### src/rtl/serial_pkg.sv
// Shared types and line-level constants for the serial receive path.
package serial_pkg;

   typedef enum logic [2:0] {IDLE, START, DATA, PARITY, STOP} rx_state_t;

   localparam logic LINE_IDLE            = 1'b1;
   localparam logic START_LEVEL          = 1'b0;
   localparam int   DEFAULT_CLKS_PER_BIT = 16;

endpackage

### src/rtl/sync_2ff.sv
// Two-flop synchronizer for one asynchronous input; RESET_VAL sets the level
// both flops take while rst_i is high.
module sync_2ff
   import serial_pkg::*;
#(
   parameter logic RESET_VAL = LINE_IDLE
) (
   input  logic clk_i,
   input  logic rst_i,
   input  logic d_i,
   output logic q_o
);

   logic meta_q;
   logic sync_q;

   always_ff @(posedge clk_i) begin
      if (rst_i) begin
         meta_q <= RESET_VAL;
         sync_q <= RESET_VAL;
      end else begin
         meta_q <= d_i;
         sync_q <= meta_q;
      end
   end

   assign q_o = sync_q;

endmodule

### src/rtl/serial_rx_port.sv
// Serial link receiver: start/WIDTH data/stop frames into a CPU input port.
// Define SERIAL_RX_PARITY_EN to add an even-parity bit and the PARITY_ERR flag.
module serial_rx_port
   import serial_pkg::*;
#(
   parameter int CLKS_PER_BIT = DEFAULT_CLKS_PER_BIT,
   parameter int WIDTH        = 8
) (
   input  logic             CLK,
   input  logic             CLR,
   input  logic             SERIAL_IN,
   input  logic             RD_STROBE,
   output logic [WIDTH-1:0] DATA_OUT,
   output logic             VALID,
   output logic             OVERRUN,
   output logic             FRAME_ERR,
`ifdef SERIAL_RX_PARITY_EN
   output logic             PARITY_ERR,
`endif
   output logic             BUSY
);

   localparam int CW = $clog2(CLKS_PER_BIT);
   localparam int BW = (WIDTH > 1) ? $clog2(WIDTH) : 1;
   localparam logic [CW-1:0] BAUD_LAST = CW'(CLKS_PER_BIT - 1);
   localparam logic [CW-1:0] HALF_LAST = CW'(CLKS_PER_BIT / 2 - 1);
   localparam logic [BW-1:0] BIT_LAST  = BW'(WIDTH - 1);

   logic             rx_s;
   rx_state_t        state_q, state_d;
   logic [CW-1:0]    baud_q, baud_d;
   logic [BW-1:0]    bit_q, bit_d;
   logic [WIDTH-1:0] shift_q, shift_d;
   logic [WIDTH-1:0] data_q, data_d;
   logic             valid_q, valid_d;
   logic             ovr_q, ovr_d;
   logic             ferr_q, ferr_d;
   logic             armed_q, armed_d;
   logic             byte_ok;
`ifdef SERIAL_RX_PARITY_EN
   logic             par_bad_q, par_bad_d;
   logic             perr_q, perr_d;
`endif

   sync_2ff #(.RESET_VAL(LINE_IDLE)) u_sync (
      .clk_i (CLK),
      .rst_i (CLR),
      .d_i   (SERIAL_IN),
      .q_o   (rx_s)
   );

   // NOTE: every output of this block gets a default first, so no path can leave it unassigned and infer a latch.
   always_comb begin
      state_d = state_q;
      baud_d  = baud_q;
      bit_d   = bit_q;
      shift_d = shift_q;
      data_d  = data_q;
      valid_d = valid_q;
      ovr_d   = ovr_q;
      ferr_d  = ferr_q;
      armed_d = armed_q | (rx_s == LINE_IDLE);
      byte_ok = 1'b0;
`ifdef SERIAL_RX_PARITY_EN
      par_bad_d = par_bad_q;
      perr_d    = perr_q;
      if (RD_STROBE) perr_d = 1'b0;
`endif
      if (RD_STROBE) begin
         valid_d = 1'b0;
         ovr_d   = 1'b0;
         ferr_d  = 1'b0;
      end

      case (state_q)
         IDLE: begin
            // A break leaves armed_q low until the line has been seen idle again.
            if (armed_q && rx_s == START_LEVEL) begin
               state_d = START;
               baud_d  = '0;
            end
         end
         START: begin
            if (baud_q == HALF_LAST) begin
               baud_d  = '0;
               bit_d   = '0;
               state_d = (rx_s == START_LEVEL) ? DATA : IDLE;
            end else begin
               baud_d = baud_q + CW'(1);
            end
         end
         DATA: begin
            if (baud_q == BAUD_LAST) begin
               baud_d         = '0;
               shift_d[bit_q] = rx_s;
               if (bit_q == BIT_LAST) begin
                  bit_d = '0;
`ifdef SERIAL_RX_PARITY_EN
                  state_d = PARITY;
`else
                  state_d = STOP;
`endif
               end else begin
                  bit_d = bit_q + BW'(1);
               end
            end else begin
               baud_d = baud_q + CW'(1);
            end
         end
`ifdef SERIAL_RX_PARITY_EN
         PARITY: begin
            if (baud_q == BAUD_LAST) begin
               baud_d    = '0;
               par_bad_d = (rx_s != ^shift_q);
               state_d   = STOP;
            end else begin
               baud_d = baud_q + CW'(1);
            end
         end
`endif
         STOP: begin
            if (baud_q == BAUD_LAST) begin
               baud_d  = '0;
               state_d = IDLE;
               if (rx_s == LINE_IDLE) begin
                  byte_ok = 1'b1;
               end else begin
                  ferr_d  = 1'b1;
                  armed_d = 1'b0;
               end
`ifdef SERIAL_RX_PARITY_EN
               if (par_bad_q) begin
                  perr_d  = 1'b1;
                  byte_ok = 1'b0;
               end
`endif
            end else begin
               baud_d = baud_q + CW'(1);
            end
         end
         default: state_d = IDLE;
      endcase

      // A byte landing in the same cycle as the CPU's read wins without flagging overrun.
      if (byte_ok) begin
         data_d  = shift_q;
         valid_d = 1'b1;
         if (valid_q && !RD_STROBE) ovr_d = 1'b1;
      end
   end

   // NOTE: state registers use non-blocking assignments so every flop samples pre-edge values.
   always_ff @(posedge CLK) begin
      if (CLR) begin
         state_q <= IDLE;
         baud_q  <= '0;
         bit_q   <= '0;
         shift_q <= '0;
         data_q  <= '0;
         valid_q <= 1'b0;
         ovr_q   <= 1'b0;
         ferr_q  <= 1'b0;
         armed_q <= 1'b0;
`ifdef SERIAL_RX_PARITY_EN
         par_bad_q <= 1'b0;
         perr_q    <= 1'b0;
`endif
      end else begin
         state_q <= state_d;
         baud_q  <= baud_d;
         bit_q   <= bit_d;
         shift_q <= shift_d;
         data_q  <= data_d;
         valid_q <= valid_d;
         ovr_q   <= ovr_d;
         ferr_q  <= ferr_d;
         armed_q <= armed_d;
`ifdef SERIAL_RX_PARITY_EN
         par_bad_q <= par_bad_d;
         perr_q    <= perr_d;
`endif
      end
   end

   assign DATA_OUT  = data_q;
   assign VALID     = valid_q;
   assign OVERRUN   = ovr_q;
   assign FRAME_ERR = ferr_q;
   assign BUSY      = (state_q != IDLE);
`ifdef SERIAL_RX_PARITY_EN
   assign PARITY_ERR = perr_q;
`endif

endmodule
### config.mk
export PLATFORM = sky130hd
export DESIGN_NAME = serial_rx_port
export DESIGN_NICKNAME = d
export VERILOG_FILES = /design/src/rtl/serial_pkg.sv /design/src/rtl/sync_2ff.sv /design/src/rtl/serial_rx_port.sv
export SDC_FILE = /design/constraint.sdc
export NUM_CORES = 1
export LEC_CHECK = 0
export BUFFER_PORTS_ARGS = -buffer_cell sky130_fd_sc_hd__clkbuf_2
export CAP_MARGIN = 20
export CORE_ASPECT_RATIO = 1.4
export CORE_MARGIN = 10
export CORE_UTILIZATION = 36
export DETAILED_ROUTE_END_ITERATION = 8
export GPL_ROUTABILITY_DRIVEN = 0
export PLACE_DENSITY = 0.65
export SYNTH_ARGS = -nofsm -noshare
export SYNTH_HDL_FRONTEND = slang
export SYNTH_HIERARCHICAL = 1
export SYNTH_SLANG_ARGS = --single-unit
export TNS_END_PERCENT = 100
### constraint.sdc
create_clock -name CLK -period 1.5 [get_ports CLK]
set_input_delay 0.225 -clock CLK [delete_from_list [all_inputs] [get_ports CLK]]
set_output_delay 0.225 -clock CLK [all_outputs]
set_load 0.03 [all_outputs]
==> impl_metrics.tcl, run 1 <==
set metrics [dict create \
    report.final.slew_viol_count 0 \
    setup.worst_path.class "flip-flop to flip-flop" \
    drt-initial-drc-count 30 \
    r2r_cells 4 \
    ioPinCount 16 \
    gr-total-overflow 0 \
    layout_min_cycle_time_ns 1.42 \
    grt_pass1_wl_mm 5.26 \
    hold_path_class "input port to flip-flop" \
    ys_warn_count 6 \
    synth.top_cell.area_share 0.436 \
    place_hpwl_mm 2.29 \
    vias 1305 \
    max_freq_mhz 704 \
    worstMarginPinSlew_ns 0.401 \
    timing.rr.end "bit_q[0]" \
    start_kind "flip-flop" \
    ys_ff_latch 32 \
    mostFrequentLayoutCells "29 x dfxtp_1, 20 x buf_4, 17 x nor2_1" \
    syn_area_per_cell_um2 8.96 \
    hold_depth 2 \
    synthesis.nets 171 \
    p_leak_nw 0.825 \
    layout_commonest_cell "dfxtp_1" \
    synth.yosys.seq_area_share 0.436 \
    wl_per_cell_um 13.3 \
    fin_util 0.476 \
    cp_cell_sequence "or3b_4 -> a211oi_4 -> mux2i_1 -> nor2_1" \
    htreeDepth 2 \
    tns_ns 0 \
    placed_area_um2 1690 \
    start_util 0.372 \
    post-route-drc-count 0 \
    holdWs_ns 0.122 \
    cts_num_sinks 32 \
    cap_viol_max_count 0 \
    synth_cell_types 35 \
    synthCells 164 \
    regToRegSetupSlack_ns 0.08 \
    yosys.area.top_type "dfxtp_1" \
    area_growth_pct 28.0 \
    slew_headroom 0.732 \
    dr.pass1.iters 4 \
    design_area_um2 1880 \
    num_rows 27 \
    hold_end "u_sync/meta_q" \
    power.density_nw_per_um2 921 \
    drive_above_1_share 0.288 \
    cp.required_ns 1.67 \
    final_antenna_net_count 0 \
    clockBufferDepth 2 \
    syn_area_um2 1470 \
    fp.dieH_um 95.6 \
    clkLatencyLatePin_ns 0.28 \
    setup_viol 0 \
    grt.total_usage 0.0937 \
    critPathMaxFanout 5 \
    critPathArrivalTime_ns 1.59 \
    fin_cells 241 \
    clkTransAtPathRegs_ns 0.07 \
    routed_wl_mm 3.20 \
    r2r-start "state_q[1]" \
    cp-end-kind "flip-flop" \
    cts_tree "built" \
    core_um2 3950 \
    viasPerCell 5.41 \
    io_buffer_count 15 \
    status "finished clean" \
    cts-root-buf "clkbuf_8" \
    first_global_vias 1178 \
    hold_violations 0 \
    grt_max_degree 25 \
    worstHoldStart "SERIAL_IN" \
    antenna_found_initial 0 \
    clock_skew_ns 0.00636 \
    diodes 0 \
    finalCritPeriodShare 0.947 \
    dpl.cell_count 229 \
    ir_worst_vdd_uv 798 \
    max_stage_delay_ns 0.41 \
    dieArea_um2 7080 \
    die_w_um 74.0 \
    fin_nets 204 \
    cts_buffers 5 \
    ys_top_cells_by_area "dfxtp_1 44%, mux2i_1 6.1%, nor2_1 4.6%, nand3_1 4.4%, nand4_1 3.8%" \
    crit_path_top_delay_cell "or3b_4" \
]
## area by class of cell
class	count	area (um2)
fill	385	2070
clock inverter	2	35.0
clock buffer	6	72.6
timing repair buffer	38	268
sequential	32	644
multi-input combinational	115	790
tap	43	53.8
inverter	5	18.8
## how the worst max path moves through the flow
stage / start / slack (ns) / end
2_1_floorplan: baud_q[0] / 0.02 / baud_q[3]
3_3_place_gp: state_q[2] / -0.01 / DATA_OUT[6]
3_5_place_dp: baud_q[0] / -0.05 / state_q[1]
4_1_cts: baud_q[0] / 0.009 / state_q[1]
5_1_grt: baud_q[0] / -0.003 / shift_q[1]
6_report: state_q[1] / 0.08 / bit_q[0]
## power by group
part,total [mW],internal (mW),switching (mW)
combinational,0.0730,0.0298,0.0431
clock,0.801,0.492,0.308
sequential,0.859,0.856,0.00269
total,1.73,1.38,0.354
## cell families after synthesis
logic type	share of synthesized area
multiplexers	0.0613
AND/OR/NAND/NOR	0.257
buffers and inverters	0.0562
flip-flops	0.436
AO/OA/AOI/OAI	0.164
adder cells (fa/ha/maj)	0.0255
## per-layer routing
| layer | vias to the layer above | track usage | share of wire |
|---|---|---|---|
| li1 | 669 | - | - |
| met1 | 611 | 0.100 | 0.43 |
| met2 | 20 | 0.157 | 0.50 |
| met3 | 5 | 0.0343 | 0.050 |
| met4 | 0 | 0.0467 | 0.017 |
| met5 | - | 0 | 0 |
## Yosys cell counts, drive strengths merged
cell type	instances
and3	2
a2111oi	1
mux2i	9
and3b	2
o21a	1
nand2	8
a41oi	2
ha	3
a21oi	5
a211oi	1
dfxtp	32
nor2	18
or2	2
nand4	9
a221o	1
o21ai	9
inv	5
o41ai	2
nand2b	7
nand3b	1
o32ai	1
nor4b	1
nor3	3
a22oi	2
o311ai	2
or3b	1
buf	9
nor3b	4
o2111a	2
a31oi	3
nand3	13
clkbuf	3
## critical path, delay by kind of cell, from the launching register on
kind	cells	cell delay (ns)
compound gates	1	0.29
mux	1	0.21
flops	1	0.34
simple gates	2	0.46
## metrics by stage
step	worst slack (ns)	power, mW
3_5_place_dp	-0.0533	0.944
5_1_grt	-0.00264	1.79
4_1_cts	0.00880	1.75
3_3_place_gp	-0.0121	0.943
6_report	0.0792	1.73
2_1_floorplan	0.0224	0.917
## state kept, by name, summed over array words and instances (netlist names)
signal and flops:
armed_q 1, state_q 3, FRAME_ERR 1, u_sync/q_o 1, bit_q 3, VALID 1, shift_q 8, OVERRUN 1
DATA_OUT 8, baud_q 4, u_sync/meta_q 1
## what timing repair did
item	CTS	global route
setup endpoints to repair	12	15
pin swaps	0	3
resized for setup	4	12
setup buffers	0	4
hold buffers	0	0
hold endpoints to repair	0	0
Note: power is estimated with default switching activity, not from simulation.
==> inputs of run 2 (changes only) <==
Settings changed: CAP_MARGIN 20 to unset, CTS_BUF_LIST set to sky130_fd_sc_hd__clkbuf_2 sky130_fd_sc_hd__clkbuf_4 sky130_fd_sc_hd__clkbuf_8.
==> run 2 against run 1 <==
Clock-buffer cell count unchanged. Sequential power about the same. Fmax rose by 0.18%. Cell count unchanged. Critical path type unchanged. Largest cell class unchanged.
==> impl_metrics.tcl, run 2 (synthesis results as in run 1) <==
set metrics [dict create \
    cp.required_ns 1.67 \
    drt-initial-drc-count 25 \
    dr.pass1.iters 6 \
    cts_num_sinks 32 \
    critPathMaxFanout 5 \
    max_freq_mhz 705 \
    p_int_mw 1.40 \
    wl_per_cell_um 13.3 \
    cts_hold_buf 0 \
    antenna_found_initial 0 \
    setup.worst_path.class "flip-flop to flip-flop" \
    clock_skew_ns 0.00656 \
    diodes 0 \
    clockBufferDepth 2 \
    fin_nets 204 \
    post-route-drc-count 0 \
    cts-root-buf "clkbuf_8" \
    io_buffer_count 15 \
    clkTransAtPathRegs_ns 0.06 \
    p_clk_frac 0.469 \
    hold_path_class "input port to flip-flop" \
    p_comb_frac 0.041 \
    cts_buffers 5 \
    critPathArrivalTime_ns 1.59 \
    fp.dieH_um 95.6 \
    tns_ns 0 \
    die_w_um 74.0 \
    start_kind "flip-flop" \
    dieArea_um2 7080 \
    fin_ws_ns 0.0819 \
    htreeDepth 2 \
    cts_tree "built" \
    status "finished clean" \
    grt_pass1_wl_mm 5.27 \
    start_util 0.372 \
    place_ws_ns -0.0533 \
    setup_viol 0 \
    regArea_um2 646 \
    layout_min_cycle_time_ns 1.42 \
    viasPerCell 5.42 \
    ioPinCount 16 \
    final_antenna_net_count 0 \
    ir_worst_vdd_uv 796 \
    fillers 385 \
    vias 1307 \
    num_rows 27 \
    worstMarginPinSlew_ns 0.414 \
    power.density_nw_per_um2 930 \
    place_hpwl_mm 2.29 \
    mostFrequentLayoutCells "28 x dfxtp_1, 20 x buf_4, 17 x nor2_1" \
    slew_headroom 0.723 \
    routed_wl_mm 3.20 \
    holdWs_ns 0.119 \
    drive_above_1_share 0.298 \
    area_growth_pct 28.3 \
    seq_power_share 0.490 \
    core_um2 3950 \
    cap_viol_max_count 0 \
    multi_input_area_um2 790 \
    first_global_vias 1183 \
    report.final.slew_viol_count 0 \
    cp-end-kind "flip-flop" \
    switching_share 0.204 \
    gr-total-overflow 0 \
    finalCritPeriodShare 0.945 \
    grt.total_usage 0.0939 \
    p_switching_mw 0.358 \
    layout_commonest_cell "dfxtp_1" \
    p_leak_nw 0.829 \
    hold_violations 0 \
    grt_max_degree 25 \
    clkLatencyLatePin_ns 0.29 \
]
## run 2: layout make-up
type,count,share of cell area
inverter,5,0.00995
multi-input combinational,115,0.418
timing repair buffer,38,0.142
clock buffer,6,0.0405
sequential,32,0.342
tap,43,0.0285
clock inverter,2,0.0186
## run 2: timing repair
action,4_1_cts,5_1_grt
setup buffers,0,4
pin swaps,0,3
resized for setup,4,13
setup endpoints to repair,12,18
## run 2: layer usage
metal | routed length (um) | share of wire | track usage | vias to the layer above
met5 | 0 | 0 | 0 | -
li1 | - | - | - | 665
met1 | 1320 | 0.41 | 0.100 | 609
met3 | 181 | 0.057 | 0.0343 | 7
met2 | 1640 | 0.51 | 0.158 | 26
met4 | 56 | 0.018 | 0.0467 | 0
## run 2: through the flow
step	std cells	total power, mW	utilization	instance area (um2)
final	241	1.75	0.477	1890
after global routing	241	1.82	0.477	1890
after CTS	237	1.77	0.458	1810
after detailed placement	229	0.944	0.428	1690
after global placement	229	0.943	0.428	1690
after floorplan	164	0.917	-	1470
## run 2: critical path, stage by stage (launching register included)
cell and delay [ns]:
dfxtp_2 0.34, or3b_4 0.41, a211oi_4 0.29, mux2i_1 0.21, nor2_1 0.05
## run 2: path summary, 6_finish.rpt
path	slack [ns]	start	endpoint	cells after the start
setup / recovery	0.08	state_q[1]	bit_q[0]	4
hold / removal	0.12	SERIAL_IN	u_sync/meta_q	2
setup reg to reg	0.08	state_q[1]	bit_q[0]	4
hold reg to reg	0.41	u_sync/meta_q	u_sync/q_o	1
## run 2: power by group through the flow
stage / Combinational [mW] / Clock (mW) / Sequential, mW
6_report: 0.0728 / 0.822 / 0.859
5_1_grt: 0.0803 / 0.876 / 0.859
4_1_cts: 0.0676 / 0.840 / 0.858
3_5_place_dp: 0.0667 / 0 / 0.878
3_3_place_gp: 0.0662 / 0 / 0.877
2_1_floorplan: 0.0392 / 0 / 0.878
